**src/rtl/instr_fetch_unit.sv**
```systemverilog
// IF stage: owns the PC, fetches over imem req/ack, loads IF/ID, flushes on jump/taken branch.
// Latency: IF/ID loads on the edge that completes the imem transfer; redirect empties IF/ID on the next edge.
// Backpressure: stall parks one fetched word in a skid buffer and drops imem_req; IFU_PERF_CNT_EN adds counters.
module instr_fetch_unit #(
    parameter int                 ADDR_W   = 16,
    parameter logic [ADDR_W-1:0]  RESET_PC = '0
) (
    input  logic              clk,
    input  logic              rst_n,
    input  logic              stall,
    input  logic [1:0]        jump_or_branch,
    input  logic              branch_taken,
    input  logic [ADDR_W-1:0] target_addr,
    output logic              imem_req,
    output logic [ADDR_W-1:0] imem_addr,
    input  logic              imem_ack,
    input  logic [31:0]       imem_rdata,
    output logic              if_id_valid,
    output logic [31:0]       if_id_instr,
    output logic [ADDR_W-1:0] if_id_pc,
    output logic [5:0]        opcode
`ifdef IFU_PERF_CNT_EN
    ,
    output logic [15:0]       fetch_cnt,
    output logic [15:0]       squash_cnt
`endif
);

    localparam logic [1:0] ST_FETCH  = 2'd0;
    localparam logic [1:0] ST_SQUASH = 2'd1;
    localparam logic [1:0] ST_FULL   = 2'd2;

    localparam logic [ADDR_W-1:0] PC_ONE = {{(ADDR_W-1){1'b0}}, 1'b1};

    logic [1:0]        state_q, state_d;
    logic [ADDR_W-1:0] pc_q, pc_d;
    logic [ADDR_W-1:0] sq_addr_q, sq_addr_d;
    logic              active_q;
    logic              ifid_vld_q, ifid_vld_d;
    logic [31:0]       ifid_instr_q, ifid_instr_d;
    logic [ADDR_W-1:0] ifid_pc_q, ifid_pc_d;
    logic [31:0]       skid_instr_q, skid_instr_d;
    logic [ADDR_W-1:0] skid_pc_q, skid_pc_d;

    logic redirect;
    logic xfer;

`ifdef IFU_PERF_CNT_EN
    logic [15:0] fetch_cnt_q, fetch_cnt_d;
    logic [15:0] squash_cnt_q, squash_cnt_d;
    logic        fetch_inc;
    logic [1:0]  drop_n;
`endif

    // active_q keeps imem_req low until the first edge after reset release.
    always_comb begin
        redirect  = (jump_or_branch == 2'b10) ||
                    ((jump_or_branch == 2'b01) && branch_taken);
        imem_req  = active_q && (state_q != ST_FULL);
        imem_addr = (state_q == ST_SQUASH) ? sq_addr_q : pc_q;
        xfer      = imem_req && imem_ack;
    end

    always_comb begin
        state_d      = state_q;
        pc_d         = pc_q;
        sq_addr_d    = sq_addr_q;
        ifid_vld_d   = ifid_vld_q;
        ifid_instr_d = ifid_instr_q;
        ifid_pc_d    = ifid_pc_q;
        skid_instr_d = skid_instr_q;
        skid_pc_d    = skid_pc_q;
`ifdef IFU_PERF_CNT_EN
        fetch_inc    = 1'b0;
        drop_n       = 2'd0;
`endif
        case (state_q)
            ST_FETCH: begin
                if (redirect) begin
                    ifid_vld_d   = 1'b0;
                    ifid_instr_d = 32'h0;
                    pc_d         = target_addr;
                    // A request already on the bus cannot be withdrawn.
                    if (imem_req && !imem_ack) begin
                        state_d   = ST_SQUASH;
                        sq_addr_d = pc_q;
                    end
`ifdef IFU_PERF_CNT_EN
                    drop_n = {1'b0, ifid_vld_q} + {1'b0, xfer};
`endif
                end else if (xfer) begin
                    pc_d = pc_q + PC_ONE;
                    if (stall) begin
                        skid_instr_d = imem_rdata;
                        skid_pc_d    = pc_q;
                        state_d      = ST_FULL;
                    end else begin
                        ifid_vld_d   = 1'b1;
                        ifid_instr_d = imem_rdata;
                        ifid_pc_d    = pc_q;
`ifdef IFU_PERF_CNT_EN
                        fetch_inc = 1'b1;
`endif
                    end
                end
            end
            ST_SQUASH: begin
                if (redirect) begin
                    pc_d = target_addr;
                end
                if (xfer) begin
                    state_d = ST_FETCH;
`ifdef IFU_PERF_CNT_EN
                    drop_n = 2'd1;
`endif
                end
            end
            ST_FULL: begin
                if (redirect) begin
                    ifid_vld_d   = 1'b0;
                    ifid_instr_d = 32'h0;
                    pc_d         = target_addr;
                    state_d      = ST_FETCH;
`ifdef IFU_PERF_CNT_EN
                    drop_n = {1'b0, ifid_vld_q} + 2'd1;
`endif
                end else if (!stall) begin
                    ifid_vld_d   = 1'b1;
                    ifid_instr_d = skid_instr_q;
                    ifid_pc_d    = skid_pc_q;
                    state_d      = ST_FETCH;
`ifdef IFU_PERF_CNT_EN
                    fetch_inc = 1'b1;
`endif
                end
            end
            default: begin
                state_d = ST_FETCH;
            end
        endcase
    end

`ifdef IFU_PERF_CNT_EN
    always_comb begin
        fetch_cnt_d  = fetch_cnt_q + {15'd0, fetch_inc};
        squash_cnt_d = squash_cnt_q + {14'd0, drop_n};
    end

    always_ff @(posedge clk or negedge rst_n) begin
        if (!rst_n) begin
            fetch_cnt_q  <= 16'd0;
            squash_cnt_q <= 16'd0;
        end else begin
            fetch_cnt_q  <= fetch_cnt_d;
            squash_cnt_q <= squash_cnt_d;
        end
    end

    assign fetch_cnt  = fetch_cnt_q;
    assign squash_cnt = squash_cnt_q;
`endif

    always_ff @(posedge clk or negedge rst_n) begin
        if (!rst_n) begin
            state_q      <= ST_FETCH;
            pc_q         <= RESET_PC;
            sq_addr_q    <= RESET_PC;
            active_q     <= 1'b0;
            ifid_vld_q   <= 1'b0;
            ifid_instr_q <= 32'h0;
            ifid_pc_q    <= '0;
            skid_instr_q <= 32'h0;
            skid_pc_q    <= '0;
        end else begin
            state_q      <= state_d;
            pc_q         <= pc_d;
            sq_addr_q    <= sq_addr_d;
            active_q     <= 1'b1;
            ifid_vld_q   <= ifid_vld_d;
            ifid_instr_q <= ifid_instr_d;
            ifid_pc_q    <= ifid_pc_d;
            skid_instr_q <= skid_instr_d;
            skid_pc_q    <= skid_pc_d;
        end
    end

    assign if_id_valid = ifid_vld_q;
    assign if_id_instr = ifid_instr_q;
    assign if_id_pc    = ifid_pc_q;
    assign opcode      = ifid_instr_q[31:26];

endmodule

```
**config.mk**
```make
export PLATFORM = sky130hd
export DESIGN_NAME = instr_fetch_unit
export DESIGN_NICKNAME = d
export VERILOG_FILES = /design/src/rtl/instr_fetch_unit.sv
export SDC_FILE = /design/constraint.sdc
export NUM_CORES = 1
export LEC_CHECK = 0
export CORE_MARGIN = 8
export CORE_UTILIZATION = 50
export DETAILED_ROUTE_END_ITERATION = 10
export GPL_TIMING_DRIVEN = 0
export PLACE_DENSITY = 0.86
export SLEW_MARGIN = 0
export SYNTH_ARGS = -nofsm -noshare
export SYNTH_HDL_FRONTEND = slang
export SYNTH_SLANG_ARGS = --single-unit
```
**constraint.sdc**
```tcl
create_clock -name clk -period 2.31 [get_ports clk]
set_input_delay 0.462 -clock clk [delete_from_list [all_inputs] [get_ports clk]]
set_output_delay 0.462 -clock clk [all_outputs]
set_load 0.005 [all_outputs]
```
Yosys cells after proc, flatten, opt, wreduce, memory -nomap -nowiden
Cells that the tools add are included.

storage, ports and cells
  output and inout port bits = 72
  input bits = 55
  word-level logic and storage cells = 75
  bits in registers = 132

operators by class
  eq/ne operators = 17
  add/sub/neg operators = 1
  bitwise gates (word level) = 1
  muxes and demuxes = 30
  reduce and logical (&&, ||, !) cells = 17

operators with widths
  operator                                               number
  2-to-1 mux 32 bit                                      5
  2-to-1 mux 16 bit                                      9
  case mux 16 bit (2 select lines)                       2
  case mux 32 bit (2 select lines)                       1
  adder 16 x 1 -> 16 bit, second input constant          1
  inequality test 3 bit, second input constant           5
  2-to-1 mux 2 bit                                       7
  inequality test 2 bit, second input constant           7
  AND reduction 4 bit                                    2
  case mux 2 bit (3 select lines)                        1
  AND reduction 3 bit                                    2
  AND reduction 6 bit                                    1
  AND reduction 5 bit                                    1
  equality test 2 x 1 -> 1 bit, second input constant    2
  equality test 2 bit, second input constant             2
  logical AND 1 bit                                      4
  2-to-1 mux 1 bit                                       4
  nonzero test 2 bit                                     2
  zero test 2 bit                                        1
  inequality test 2 x 1 -> 1 bit, second input constant  1
  case mux 1 bit (2 select lines)                        1
  AND reduction 2 bit                                    1
  OR reduction 2 bit                                     1
  zero test 1 bit                                        1
  2 further kinds                                        2

Depth between registers and ports, before layout
  depth in word-level cells = 6
  depth in mapped cells = 8
  depth with buffers taken out = 6

Worst setup path before layout
OpenSTA, ideal clock, no wires.

  kind = flip-flop to flip-flop
  start point = reg state_q[0]
  end point = reg skid_instr_q[22]
  setup time = 0.125 ns
  clock period less this slack = 1.964 ns
  arrival time = 1.839 ns
  required time = 2.185 ns
  cell stages (with the launch flop) = 9
  setup slack = 0.346 ns
  cell sequence = dfrtp_1 > inv_1 > ha_1 > nand4b_1 > or2_1 > clkbuf_1 > buf_6 > buf_6 > mux2_4

on the way
  longest elaborated chain between the ends = 4

ends and longest elaborated chain
  item                               line  text
  start, declared                    35    logic [1:0] state_q, state_d;
  start signal, assigned             175   state_q <= state_d;
  inequality test 2 bit              59    imem_req = active_q && (state_q != ST_FULL);
  logical AND 1 bit                  59
  logical AND 1 bit                  61    xfer = imem_req && imem_ack;
  AND reduction 4 bit (no line) (*)  n/a
  end signal, assigned               182   skid_instr_q <= skid_instr_d;
  end, declared                      42    logic [31:0] skid_instr_q, skid_instr_d;

Every way passes the cells marked *; elsewhere a longest branch is shown, timed or not.
A chain may end at the register's enable or synchronous reset.

Final worst setup path
  start point = reg state_q[0]
  end point = out imem_addr[12]

on the way
  longest elaborated chain between the ends = 2

ends and longest elaborated chain
  item                          line  text
  equality test 2 x 1 -> 1 bit  60    imem_addr = (state_q == ST_SQUASH) ? sq_addr_q : pc_q;
  2-to-1 mux 16 bit             60
  end, declared                 15    output logic [ADDR_W-1:0] imem_addr,

Every way passes these cells.

==> reports/summary.md <==
• **vias after detailed routing** 4933
• **total of warnings raised by yosys** 0
• **horizontal extent of the die** 128.0 um
• **hold violation count in the final report** 0
• **Routed wire per std cell** 20.56 um
• **number of design-rule violations left by the first detailed-router iteration** 374
• **via count of the first global-routing pass** 5254
• **FF+latch count, synth** 132
• **number of distinct library cells after synthesis** 51
• **required time reported for the critical path endpoint** 1.85 ns
• **number of cells produced by synthesis** 507
• **power per unit of standard cell area** 1430 nW/um^2
• **period utilization** 102.4%
• **pin count of the biggest net entering global routing** 73
• **worst voltage drop across the vdd grid** 0.0008416 V
• **slowest cell on the critical path** sky130_fd_sc_hd__dfrtp_1
• **post-synthesis area per instance** 12.37 um^2
• **Fmax** 422.6 MHz
• **flop2flop setup slack** 0.03 ns
• **capturing point of the worst reg2reg path** if_id_pc[10]
• **kind of cell with the highest combined delay on the critical path** buffers and inverters
• **first-pass GRT wire length** 27570 um
• **Clock Sink Count** 132
• **Max Fanout on Critical Path** 5
• **IO buf count** 126
• **overall die height** 128.0 um
• **placer congestion estimate** 0.8744
• **number of flops mapped to enable cells by yosys** 0
• **most common cell after layout, fill and taps aside** sky130_fd_sc_hd__dfrtp_1
• **largest buffer count on any clock path** 2
• **Worst Path Arrival** 1.90 ns
• **num ports** 127
• **worst r2r src** state_q[0]
• **final global-route overflow total** 0
• **clock transition at the register clock pins on the worst setup and hold paths after CTS** 0.06 ns
• **clock latency of the later-clocked register in the worst-skew pair** 0.42 ns
• **total wirelength of the detailed-routed design** 17520 um
• **initial antenna violation count** 0
• **Final Slew Violations** 0
• **result of the run** complete, but fails checks
• **area of the core region** 12410 um^2
• **setup skew after layout** 0.005254 ns
• **Post-Route Setup TNS** -0.1323 ns
• **violated checks** negative setup slack
• **sequential-to-total area share from yosys stat** 52.65%
• **most frequent CP cell** sky130_fd_sc_hd__buf_6
• **leakage power figure** 3.648 nW
• **Crit path largest cell delay** 0.39 ns
• **critical-path cell list** buf_6 > ha_4 > buf_6 > buf_8 > buf_6 > mux2_4 > buf_6
• **CTS tree** yes
• **CTS root buf** sky130_fd_sc_hd__clkbuf_16
• **worst hold slack** 0.03018 ns
• **H-tree depth** 4
• **area added between synthesis and finish** 37.69%
• **hold-fix buffer count after cts** 0
• **post-detailed-route DRC marker count** 0
• **share of final-layout standard cells stronger than drive strength 1** 27.21%
• **multi-input gate area in the final layout** 2778 um^2
• **worst slew slack as a fraction of its limit** 42.87%
• **Setup Viol. Count Final** 4
• **cell taking the most area after synthesis** sky130_fd_sc_hd__dfrtp_1
• **Tot GR Track Use** 21.59%
• **count of standard-cell rows** 41
• **utilization after layout** 69.58%
• **final HPWL from detailed placement** 11890 um
• **worst hold path class** in2async
• **CP Class** reg2out
• **dominant cells by area after synthesis** sky130_fd_sc_hd__dfrtp_1, sky130_fd_sc_hd__mux2_2, sky130_fd_sc_hd__mux2i_1
• **net count after synthesis** 566
• **number of buffers created by CTS** 17
• **crit path launch type** flip-flop
• **minimum clock period** 2.367 ns
• **drt via density** 5.790
• **area of the die** 16390 um^2
• **Async S/R FF share, synth** 100.0%
• **number of max-capacitance violations reported** 0
• **total buffers and inverters traversed by the critical path** 5
• **fill count** 931
• **register area** 3303 um^2
• **antenna diode count** 0
• **drt pass-1 iters** 5
• **commonest non-fill, non-tap cells in the layout** sky130_fd_sc_hd__dfrtp_1, sky130_fd_sc_hd__clkdlybuf4s50_1, sky130_fd_sc_hd__mux2_2
• **RSZ-0062 raised after global routing** yes
• **cell area after synthesis** 6274 um^2
• **Initial Utilization** 50.53%
• **post-route ant nets** 0
• **crit path capture type** output pin
• **Register-to-Register Path Depth** 7
• **share of Yosys cell area claimed by the top area cell type** 52.65%
• **Top FF cell, synth** sky130_fd_sc_hd__dfrtp_1
• **final-stage net count** 727
• **worst setup slack after layout** -0.05652 ns
• **pin slew with the least headroom to its limit** 0.8570 ns
[power breakdown]
part           leakage, nW  switching [mW]  internal [mW]
clock                0.306           0.979           1.88
sequential            1.60           0.762           3.37
combinational         1.74            2.42           2.94
total                 3.65            4.16           8.19
[layer usage]
| metal | vias up | part of all wire (%) | GRT usage, % |
|---|---|---|---|
| li1 | 2198 | - | - |
| met2 | 196 | 52 | 37.37 |
| met3 | 41 | 6.0 | 5.782 |
| met1 | 2498 | 39 | 24.53 |
| met5 | - | 0 | 0 |
| met4 | 0 | 2.5 | 9.580 |
[cells by family (layout without fill, tap and decap cells)]
group	Yosys count	count (layout)	synth area share, %
muxes	130	130	22.80
other	1	1	0.05978
and+or+nand+nor	75	75	6.681
buffers and inverters	55	228	4.208
AOI/OAI and AO/OA	110	110	12.80
adders and majority gates	4	4	0.7978
DFF	132	132	52.65
[stage by stage]
step	area (um^2)	instances	total power, mW	setup slack (ns)
3_3_place_gp	7750	805	8.852	-4.181
3_5_place_dp	7779	806	9.108	-0.3522
6_report	8638	852	12.35	-0.05652
2_1_floorplan	6274	507	6.863	0.3456
5_1_grt	8638	852	13.02	-0.09447
4_1_cts	8526	846	12.15	-0.06970
[cell usage after synthesis, types with 4 or more instances]
cell	n
sky130_fd_sc_hd__and3_1	7
sky130_fd_sc_hd__mux2i_1	54
sky130_fd_sc_hd__mux2_2	67
sky130_fd_sc_hd__mux2_4	9
sky130_fd_sc_hd__a2bb2oi_1	8
sky130_fd_sc_hd__o2bb2ai_1	33
sky130_fd_sc_hd__inv_1	8
sky130_fd_sc_hd__dfrtp_1	132
sky130_fd_sc_hd__nor2_1	18
sky130_fd_sc_hd__nand2_1	13
sky130_fd_sc_hd__buf_1	4
sky130_fd_sc_hd__ha_1	4
sky130_fd_sc_hd__o22ai_1	5
sky130_fd_sc_hd__a22oi_1	4
sky130_fd_sc_hd__a21oi_1	29
sky130_fd_sc_hd__buf_4	7
sky130_fd_sc_hd__nand4_1	11
sky130_fd_sc_hd__buf_2	12
sky130_fd_sc_hd__and4_1	4
sky130_fd_sc_hd__clkbuf_1	21
sky130_fd_sc_hd__o21ai_0	12
sky130_fd_sc_hd__a31oi_1	5
sky130_fd_sc_hd__nand3_1	7
[worst reg2reg max path, cell delays in order (launching register included)]
cell and delay, ns:
sky130_fd_sc_hd__dfrtp_1 0.39, sky130_fd_sc_hd__buf_4 0.14, sky130_fd_sc_hd__inv_1 0.09, sky130_fd_sc_hd__ha_2 0.22, sky130_fd_sc_hd__buf_6 0.17, sky130_fd_sc_hd__buf_1 0.66, sky130_fd_sc_hd__mux2i_1 0.34, sky130_fd_sc_hd__a21oi_1 0.13
[worst max-delay path by stage]
stage / start / to / slack [ns] / depth (start not counted)
finish: state_q[0] / imem_addr[12] / -0.06 / 7
global route: state_q[0] / imem_addr[12] / -0.09 / 7
CTS: state_q[0] / imem_addr[12] / -0.07 / 7
detailed placement: state_q[1] / imem_addr[14] / -0.35 / 5
global placement: rst_n / if_id_instr[27] / -4.18 / 1
floorplan: state_q[0] / skid_instr_q[22] / 0.35 / 8
[what timing repair did]
item / in CTS / in global routing
resized for setup: 64 / 42
pin swaps: 1 / 3
setup buffers: 8 / 7
gates cloned: 1 / 0
setup endpoints to repair: 67 / 85
[layout make-up]
class / count / share of cell area, %
buffer: 46 / 3.360
sequential: 132 / 38.24
tap: 172 / 2.491
multi-input combinational: 320 / 32.16
clock buffer: 22 / 5.490
inverter: 8 / 0.3476
timing repair buffer: 143 / 16.16
clock inverter: 9 / 1.753
[flip-flops by register name (all words and copies together), names as in the netlist]
signal        flops
if_id_instr      32
skid_instr_q     32
if_id_pc         16
pc_q             16
skid_pc_q        16
sq_addr_q        16
state_q           2
active_q          1
if_id_valid       1
Note: power is estimated with default switching activity, not from simulation.
